## src/rtl/lsu_ctrl.sv

```systemverilog
// Load/store sequencing controller: captures ALU memory ops, runs the data-memory
// req/gnt/rvalid handshake and owns the merged register-file write port.
module lsu_ctrl #(
    parameter int unsigned cDataWidth    = 32,
    parameter int unsigned cRegAddrWidth = 5,
    parameter int unsigned cTimeout      = 255
) (
    input  logic                     iClk,
    input  logic                     iRst,
    input  logic                     iMemRead,
    input  logic                     iMemWrite,
    input  logic [cDataWidth-1:0]    iMemAddr,
    input  logic [cDataWidth-1:0]    iMemData,
    input  logic [2:0]               iMemOpType,
    input  logic [cRegAddrWidth-1:0] iMemRdAddr,
    input  logic                     iRegDv,
    input  logic [cRegAddrWidth-1:0] iRegAddr,
    input  logic [cDataWidth-1:0]    iRegData,
    output logic                     oStall,
    output logic                     oBusReq,
    output logic                     oBusWe,
    output logic [cDataWidth-1:0]    oBusAddr,
    output logic [cDataWidth-1:0]    oBusWdata,
    output logic [3:0]               oBusBe,
    input  logic                     iBusGnt,
    input  logic                     iBusRvalid,
    input  logic [cDataWidth-1:0]    iBusRdata,
    output logic                     oRfWe,
    output logic [cRegAddrWidth-1:0] oRfAddr,
    output logic [cDataWidth-1:0]    oRfData,
    output logic                     oMisaligned,
    output logic                     oBusErr
);

    typedef enum logic [1:0] {S_IDLE, S_REQ, S_WAIT_RD, S_WB} state_e;

    localparam logic [7:0] cTmoLast = 8'(cTimeout - 1);

    state_e                   state_q, state_d;
    logic [7:0]               cnt_q, cnt_d;
    logic                     bus_req_q, bus_req_d;
    logic                     bus_we_q, bus_we_d;
    logic [cDataWidth-1:0]    bus_addr_q, bus_addr_d;
    logic [cDataWidth-1:0]    bus_wdata_q, bus_wdata_d;
    logic [3:0]               bus_be_q, bus_be_d;
    logic [2:0]               op_q, op_d;
    logic [1:0]               alo_q, alo_d;
    logic [cRegAddrWidth-1:0] rd_q, rd_d;
    logic                     rf_we_q, rf_we_d;
    logic [cRegAddrWidth-1:0] rf_addr_q, rf_addr_d;
    logic [cDataWidth-1:0]    rf_data_q, rf_data_d;
    logic                     hb_valid_q, hb_valid_d;
    logic [cRegAddrWidth-1:0] hb_addr_q, hb_addr_d;
    logic [cDataWidth-1:0]    hb_data_q, hb_data_d;
    logic                     mis_q, mis_d;
    logic                     err_q, err_d;

    logic                     cap_misaligned;
    logic                     load_wr;
    logic                     alu_v;
    logic [cDataWidth-1:0]    rd_shift;
    logic [cDataWidth-1:0]    ld_data;

    always_comb begin
        cap_misaligned = 1'b0;
        case (iMemOpType[1:0])
            2'b00:   cap_misaligned = 1'b0;
            2'b01:   cap_misaligned = iMemAddr[0];
            default: cap_misaligned = |iMemAddr[1:0];
        endcase
    end

    // Shifting the addressed lane down to bit 0 covers both byte and halfword selects.
    always_comb begin
        rd_shift = iBusRdata >> {alo_q, 3'b000};
        ld_data  = iBusRdata;
        case (op_q)
            3'b000:  ld_data = {{24{rd_shift[7]}}, rd_shift[7:0]};
            3'b001:  ld_data = {{16{rd_shift[15]}}, rd_shift[15:0]};
            3'b100:  ld_data = {24'h000000, rd_shift[7:0]};
            3'b101:  ld_data = {16'h0000, rd_shift[15:0]};
            default: ld_data = iBusRdata;
        endcase
    end

    always_comb begin
        state_d     = state_q;
        cnt_d       = cnt_q;
        bus_req_d   = bus_req_q;
        bus_we_d    = bus_we_q;
        bus_addr_d  = bus_addr_q;
        bus_wdata_d = bus_wdata_q;
        bus_be_d    = bus_be_q;
        op_d        = op_q;
        alo_d       = alo_q;
        rd_d        = rd_q;
        rf_we_d     = 1'b0;
        rf_addr_d   = rf_addr_q;
        rf_data_d   = rf_data_q;
        hb_valid_d  = hb_valid_q;
        hb_addr_d   = hb_addr_q;
        hb_data_d   = hb_data_q;
        mis_d       = 1'b0;
        err_d       = 1'b0;
        load_wr     = 1'b0;
        alu_v       = iRegDv && (iRegAddr != '0);

        case (state_q)
            S_IDLE: begin
                if (iMemRead || iMemWrite) begin
                    if (cap_misaligned) begin
                        mis_d = 1'b1;
                    end else begin
                        state_d    = S_REQ;
                        cnt_d      = '0;
                        bus_req_d  = 1'b1;
                        bus_we_d   = ~iMemRead;
                        bus_addr_d = {iMemAddr[cDataWidth-1:2], 2'b00};
                        op_d       = iMemOpType;
                        alo_d      = iMemAddr[1:0];
                        rd_d       = iMemRdAddr;
                        case (iMemOpType[1:0])
                            2'b00: begin
                                bus_wdata_d = {4{iMemData[7:0]}};
                                bus_be_d    = 4'b0001 << iMemAddr[1:0];
                            end
                            2'b01: begin
                                bus_wdata_d = {2{iMemData[15:0]}};
                                bus_be_d    = 4'b0011 << {iMemAddr[1], 1'b0};
                            end
                            default: begin
                                bus_wdata_d = iMemData;
                                bus_be_d    = 4'b1111;
                            end
                        endcase
                    end
                end
            end
            S_REQ: begin
                if (iBusGnt) begin
                    bus_req_d = 1'b0;
                    cnt_d     = '0;
                    state_d   = bus_we_q ? S_IDLE : S_WAIT_RD;
                end else if (cnt_q == cTmoLast) begin
                    bus_req_d = 1'b0;
                    err_d     = 1'b1;
                    state_d   = S_IDLE;
                end else begin
                    cnt_d = cnt_q + 8'd1;
                end
            end
            S_WAIT_RD: begin
                if (iBusRvalid) begin
                    load_wr = 1'b1;
                    state_d = S_WB;
                end else if (cnt_q == cTmoLast) begin
                    err_d   = 1'b1;
                    state_d = S_IDLE;
                end else begin
                    cnt_d = cnt_q + 8'd1;
                end
            end
            S_WB:    state_d = S_IDLE;
            default: state_d = S_IDLE;
        endcase

        // The load result is registered on entry to WB so oRfWe is high during WB itself;
        // an ALU result colliding with it (or with the buffer drain) is parked one cycle.
        if (load_wr && (rd_q != '0)) begin
            rf_we_d   = 1'b1;
            rf_addr_d = rd_q;
            rf_data_d = ld_data;
            if (alu_v) begin
                hb_valid_d = 1'b1;
                hb_addr_d  = iRegAddr;
                hb_data_d  = iRegData;
            end
        end else if (hb_valid_q) begin
            rf_we_d    = 1'b1;
            rf_addr_d  = hb_addr_q;
            rf_data_d  = hb_data_q;
            hb_valid_d = alu_v;
            if (alu_v) begin
                hb_addr_d = iRegAddr;
                hb_data_d = iRegData;
            end
        end else if (alu_v) begin
            rf_we_d   = 1'b1;
            rf_addr_d = iRegAddr;
            rf_data_d = iRegData;
        end
    end

    always_ff @(posedge iClk or negedge iRst) begin
        if (!iRst) begin
            state_q     <= S_IDLE;
            cnt_q       <= '0;
            bus_req_q   <= 1'b0;
            bus_we_q    <= 1'b0;
            bus_addr_q  <= '0;
            bus_wdata_q <= '0;
            bus_be_q    <= '0;
            op_q        <= '0;
            alo_q       <= '0;
            rd_q        <= '0;
            rf_we_q     <= 1'b0;
            rf_addr_q   <= '0;
            rf_data_q   <= '0;
            hb_valid_q  <= 1'b0;
            hb_addr_q   <= '0;
            hb_data_q   <= '0;
            mis_q       <= 1'b0;
            err_q       <= 1'b0;
        end else begin
            state_q     <= state_d;
            cnt_q       <= cnt_d;
            bus_req_q   <= bus_req_d;
            bus_we_q    <= bus_we_d;
            bus_addr_q  <= bus_addr_d;
            bus_wdata_q <= bus_wdata_d;
            bus_be_q    <= bus_be_d;
            op_q        <= op_d;
            alo_q       <= alo_d;
            rd_q        <= rd_d;
            rf_we_q     <= rf_we_d;
            rf_addr_q   <= rf_addr_d;
            rf_data_q   <= rf_data_d;
            hb_valid_q  <= hb_valid_d;
            hb_addr_q   <= hb_addr_d;
            hb_data_q   <= hb_data_d;
            mis_q       <= mis_d;
            err_q       <= err_d;
        end
    end

    assign oStall      = (state_q != S_IDLE);
    assign oBusReq     = bus_req_q;
    assign oBusWe      = bus_we_q;
    assign oBusAddr    = bus_addr_q;
    assign oBusWdata   = bus_wdata_q;
    assign oBusBe      = bus_be_q;
    assign oRfWe       = rf_we_q;
    assign oRfAddr     = rf_addr_q;
    assign oRfData     = rf_data_q;
    assign oMisaligned = mis_q;
    assign oBusErr     = err_q;

endmodule

```

## config.mk

```make
export PLATFORM = sky130hd
export DESIGN_NAME = lsu_ctrl
export DESIGN_NICKNAME = d
export VERILOG_FILES = /design/src/rtl/lsu_ctrl.sv
export SDC_FILE = /design/constraint.sdc
export NUM_CORES = 1
export LEC_CHECK = 0
export CORE_UTILIZATION = 48
export DETAILED_ROUTE_END_ITERATION = 10
export PLACE_DENSITY = 0.85
export SYNTH_ARGS = -nofsm -noshare
export SYNTH_HDL_FRONTEND = slang
export SYNTH_SLANG_ARGS = --single-unit
```

## constraint.sdc

```tcl
create_clock -name iClk -period 2.8 [get_ports iClk]
set_clock_uncertainty 0.15 [all_clocks]
set_input_delay 0.56 -clock iClk [delete_from_list [all_inputs] [get_ports iClk]]
set_output_delay 0.56 -clock iClk [all_outputs]
set_load 0.01 [all_outputs]
```

## After elaboration in Yosys (flattened, before gate mapping)

Cells that the tools add are included.

| cells by class | value |
|---|---|
| add/sub/neg operators | 1 |
| equal/unequal tests | 13 |
| shift-type cells | 3 |
| multiplexer cells | 49 |
| bitwise gates (word level) | 2 |
| reductions and logical operators | 18 |

Operators by type and width:

| operator | count |
|---|---|
| 32-bit 2-to-1 mux | 6 |
| 32-bit case mux with 4 select lines | 1 |
| 32-bit case mux with 2 select lines | 1 |
| 8-bit 2-to-1 mux | 5 |
| 32-bit by 5-bit right shift with 16-bit output | 1 |
| 5-bit 2-to-1 mux | 6 |
| 8-bit case mux with 3 select lines | 1 |
| 1-bit 2-to-1 mux | 18 |
| 2-bit 2-to-1 mux | 6 |
| 5-bit nonzero test | 2 |
| 8-bit by 1-bit adder with 8-bit output, second input constant | 1 |
| 8-bit equality test, second input constant | 1 |
| 2-bit inequality test, second input constant | 4 |
| 2-bit case mux with 4 select lines | 1 |
| 4-bit case mux with 2 select lines | 1 |
| 4-bit AND reduction | 2 |
| 3-bit equality test, second input constant | 2 |
| 1-bit case mux with 2 select lines | 3 |
| 2-bit nonzero test | 3 |
| 3-bit nonzero test | 2 |
| 2-bit by 1-bit equality test with 1-bit output, second input constant | 2 |
| 2-bit equality test, second input constant | 2 |
| 2-bit logical NOT | 2 |
| 1-bit by 2-bit left shift with 4-bit output, first input constant | 1 |
| 10 further kinds | 12 |

| word-level totals | value |
|---|---|
| register bits after elaboration | 166 |
| input bits | 148 |
| output and inout port bits | 111 |
| word-level logic and storage cells | 104 |

## Longest topological paths before layout

| logic depth | value |
|---|---|
| word-level depth | 5 |
| gate-level depth with buffers | 9 |
| depth with buffers taken out | 7 |

## Worst setup path after synthesis

OpenSTA, ideal clock, no wires.

| timing | value |
|---|---|
| kind | register -> register |
| start point | reg state_q[0] |
| end point | reg cnt_q[1] |
| library setup time | 0.125 ns |
| data arrival time | 1.983 ns |
| required time | 2.525 ns |
| path slack | 0.542 ns |
| stages on the path, launching flop included | 10 |
| path buffers | 3 |
| period minus slack after synthesis | 2.258 ns |
| cells stage by stage | dfrtp_1 > inv_1 > ha_1 > buf_2 > and2_1 > buf_2 > nor2_1 > and2_1 > buf_2 > mux2_2 |

| between the ends | value |
|---|---|
| word-level cells in the longest chain between the ends | 3 |
| elaborated cells between the ends (all ways) | 9 |
| classes of those cells | eq/ne: 5; mux: 1; reduce/logical: 3 |

Ends and longest elaborated chain:

| element | RTL line | source |
|---|---|---|
| start, declared | 39 | `state_e state_q, state_d;` |
| start signal, assigned | 215 | `state_q <= state_d;` |
| 2-bit equality test, or another cell as far along | 108 | `case (state_q)` |
| 2-bit inequality test (no source line) or 3-bit nonzero test (tied branches) | n/a |  |
| 4-bit AND reduction (no source line) | n/a |  |
| end signal, assigned | 216 | `cnt_q <= cnt_d;` |
| end, declared | 40 | `logic [7:0] cnt_q, cnt_d;` |

Parallel ways exist; a longest one is shown, timed or not.
A chain may end at the register's enable or synchronous reset.

## Worst setup path after layout

| timing | value |
|---|---|
| start point | reg state_q[0] |
| end point | out oStall |

| between the ends | value |
|---|---|
| word-level cells in the longest chain between the ends | 1 |

Ends and longest elaborated chain:

| element | RTL line | source |
|---|---|---|
| 2-bit nonzero test | 236 | `assign oStall = (state_q != S_IDLE);` |
| end, declared | 19 | `output logic oStall,` |

No other way between the ends.

==> metrics <==
top cell type's share of synthesized area=0.4772; Final nets=1216; Worst Tran Pin Value=about 0.55 ns; antenna-violating nets left=0; Synth area leaders=dfrtp_1 48%, mux2_2 10%, mux2i_1 4.3%, nand2_1 4.2%, mux2_4 3.3%; pre-CTS setup slack=0.1594 ns; CP max stage cell=clkdlybuf4s50_1; die area=18680 µm²; largest net degree at the start of global routing=59; flop-to-flop setup slack=0.52 ns; die height=around 140 µm; slew margin rel.=0.6331; area of the multi-input gates=~4200 µm²; cts bufs inserted=17; EDFF count, synth=0; hold_sp=oBusWdata[23]; most used cell, CP=inv_1; WS Path Type=register to output pin; Placer Congestion=0.8801; Tcrit/Tclk final=0.9087; max-cap violation count=0; Hold Crit Class=register to register; Commonest cells post-synth=166 x dfrtp_1, 97 x nand2_1, 78 x mux2_2, 40 x o21ai_0, 37 x mux2i_1; #FFs+latches synth=166; met1 Use GR=0.3339; WL per Instance=19.63 µm; Via Count=7543; Mapped Avg Cell Area=10.68 µm²; first-pass GRT wire length=39840 µm; Fillers=around 1200; io pins=259; CTS tree=built; H-tree depth=4; launching point of the worst reg2reg path=state_q[0]; pwr/cell area=1035 nW/µm²; met2 global-route usage=0.4780; met3 Use GR=0.09000; hpwl dp=18780 µm; worst vdd ir=750.1 µV; Mapped Cells=815; worst skew pair latency=~0.43 ns; Post-CTS Setup Inserts=0; Seq/Total Area, Yosys=0.4772; TritonRoute pass-1 iters=5; delay-heaviest family, CP=buffers and inverters; Clock Path Buffers=2; Final Setup Violations=0; arrival time at the worst endpoint=1.83 ns; Crit path buffers/inverters=3; GRT busiest layer=met2; Critical Path, Cell by Cell=inv_1 -> ha_1 -> inv_1 -> clkdlybuf4s50_1; Leakage=around 5 nW; CTS clk-pin slew, worst paths=0.07 ns; DR vias/cell=between 5 and 6; Reg area=4155 µm²; initial core utilization=0.4981; Yosys cell types=between 60 and 70; ys async rst share=1.000; DRC errors left=0; Area growth syn-to-layout=40.18%; top-count cell post-synth=dfrtp_1; ratio of cells with drive above 1 in the final layout=0.1775; status=finished, final reports clean; R2R Path End=hb_data_q[18]; drt initial violations=about 540; Core Rows=48; Worst Hold End=oBusWdata[23]; WL final=25560 µm; clock sink total=166; Die X=136.7 µm; Ys Warns=0; initial antenna violation count=2; vias in the first global route=7616; final hold viol count=0; Max Fclk=~400 MHz; Final Worst Setup Slack=0.2557 ns; Total GRT Usage=0.2810; CP peak stage delay=0.55 ns; Post-Synthesis Cell Area=8705 µm²; Max Slew Vio Count=0; cells on worst reg2reg path=7; port buffer count=256; CP Max Fanout=7; final worst path period need=2.544 ns; crit end category=output pin; hold path depth=2; Main synth FF type=dfrtp_1; CTS root buf=clkbuf_16; RSZ-0062 raised after global routing=false; GR Overflow Total=0; crit start category=register; critical path required time=2.09 ns; Total Neg Setup Slack=0 ns; core area=17480 µm²; cell taking the most area after synthesis=dfrtp_1
power breakdown:
group	switching [W]	internal [W]	total [W]	leakage [nW]
logic	0.00264	0.00330	0.00594	2.85
registers	0.000827	0.00354	0.00437	2.02
clock network	0.00107	0.00125	0.00232	0.280
placed cells by master, fill, tap and decap left out, types with 25 or more instances in the layout:
cell type,Yosys,layout
nor2_1,25,25
nand3_1,36,36
inv_1,27,27
clkdlybuf4s50_1,0,255
a21oi_1,30,30
o21ai_0,40,40
dfrtp_1,166,165
nand2_1,97,97
mux2_2,78,78
mux2i_1,37,37
sequential cells by signal, indices dropped and copies added, names as in the netlist, 2 cells and up:
name       flops
cnt_q          8
oRfData       32
oBusAddr      30
oBusWdata     32
hb_data_q     32
state_q        2
op_q           3
oBusBe         4
rd_q           5
oRfAddr        5
alo_q          2
hb_addr_q      5
routing by layer:
metal  share of wire  vias up
met4           0.022        2
li1                -     3460
met2            0.50      345
met1            0.39     3691
met3           0.090       45
met5         0.00043        -
kinds of logic (layout without fill, tap and decap cells):
kind of cell / count (synthesis) / after routing / synth area share
buf+inv: 90 / 350 / 0.04786
fa+ha+maj: 5 / 5 / 0.007187
mux: 135 / 135 / 0.1788
other cells: 1 / 3 / 0.0004308
simple gates: 218 / 218 / 0.1194
compound gates: 200 / 200 / 0.1690
flops: 166 / 166 / 0.4772
timing repair:
| item | in CTS | in global routing |
|---|---|---|
| hold buffers | 1 | 0 |
| hold endpoints to repair | 47 | 0 |
| resized for setup | 0 | 0 |
| endpoints found under the setup margin | 0 | 0 |
per-stage QoR:
step	instances	instance area, µm²	power, W	hold WS (ns)	utilization
3_5_place_dp	1268	11620	0.01032	0.3188	0.6649
3_3_place_gp	1268	11620	0.01012	0.3128	0.6649
6_report	1302	12200	0.01263	0.3353	0.6982
2_1_floorplan	816	8708	0.007452	0.1144	-
5_1_grt	1301	12200	0.01333	0.3645	0.6980
4_1_cts	1301	12200	0.01268	0.3398	0.6980
how the worst max path moves through the flow:
stage                           start  slack, ns  depth (start not counted)            end
final                      state_q[0]       0.26                          4         oStall
after global routing       state_q[1]       0.12                          4         oStall
after CTS                  state_q[0]       0.22                          4         oStall
after detailed placement   iBusRvalid       0.16                          6  hb_data_q[28]
after global placement    iRegAddr[3]       0.22                          6     oRfAddr[3]
after floorplan            state_q[0]       0.54                          9       cnt_q[1]
worst min-delay path, delay by kind of cell (launching register included):
family,cells,cell delay [ns]
simple gates,1,0.04
compound gates,1,0.06
flops,1,0.35
layout make-up:
type | count | share of cell area
diodes | 1 | 0.0002051
clock buffers | 18 | 0.03517
clock inverters | 14 | 0.01148
inverters | 28 | 0.008614
multi-input cells | 560 | 0.3404
flip-flops and latches | 166 | 0.3405
well taps | 225 | 0.02307
repair buffers | 290 | 0.2405
No activity file was read; power rests on OpenSTA's default activity.
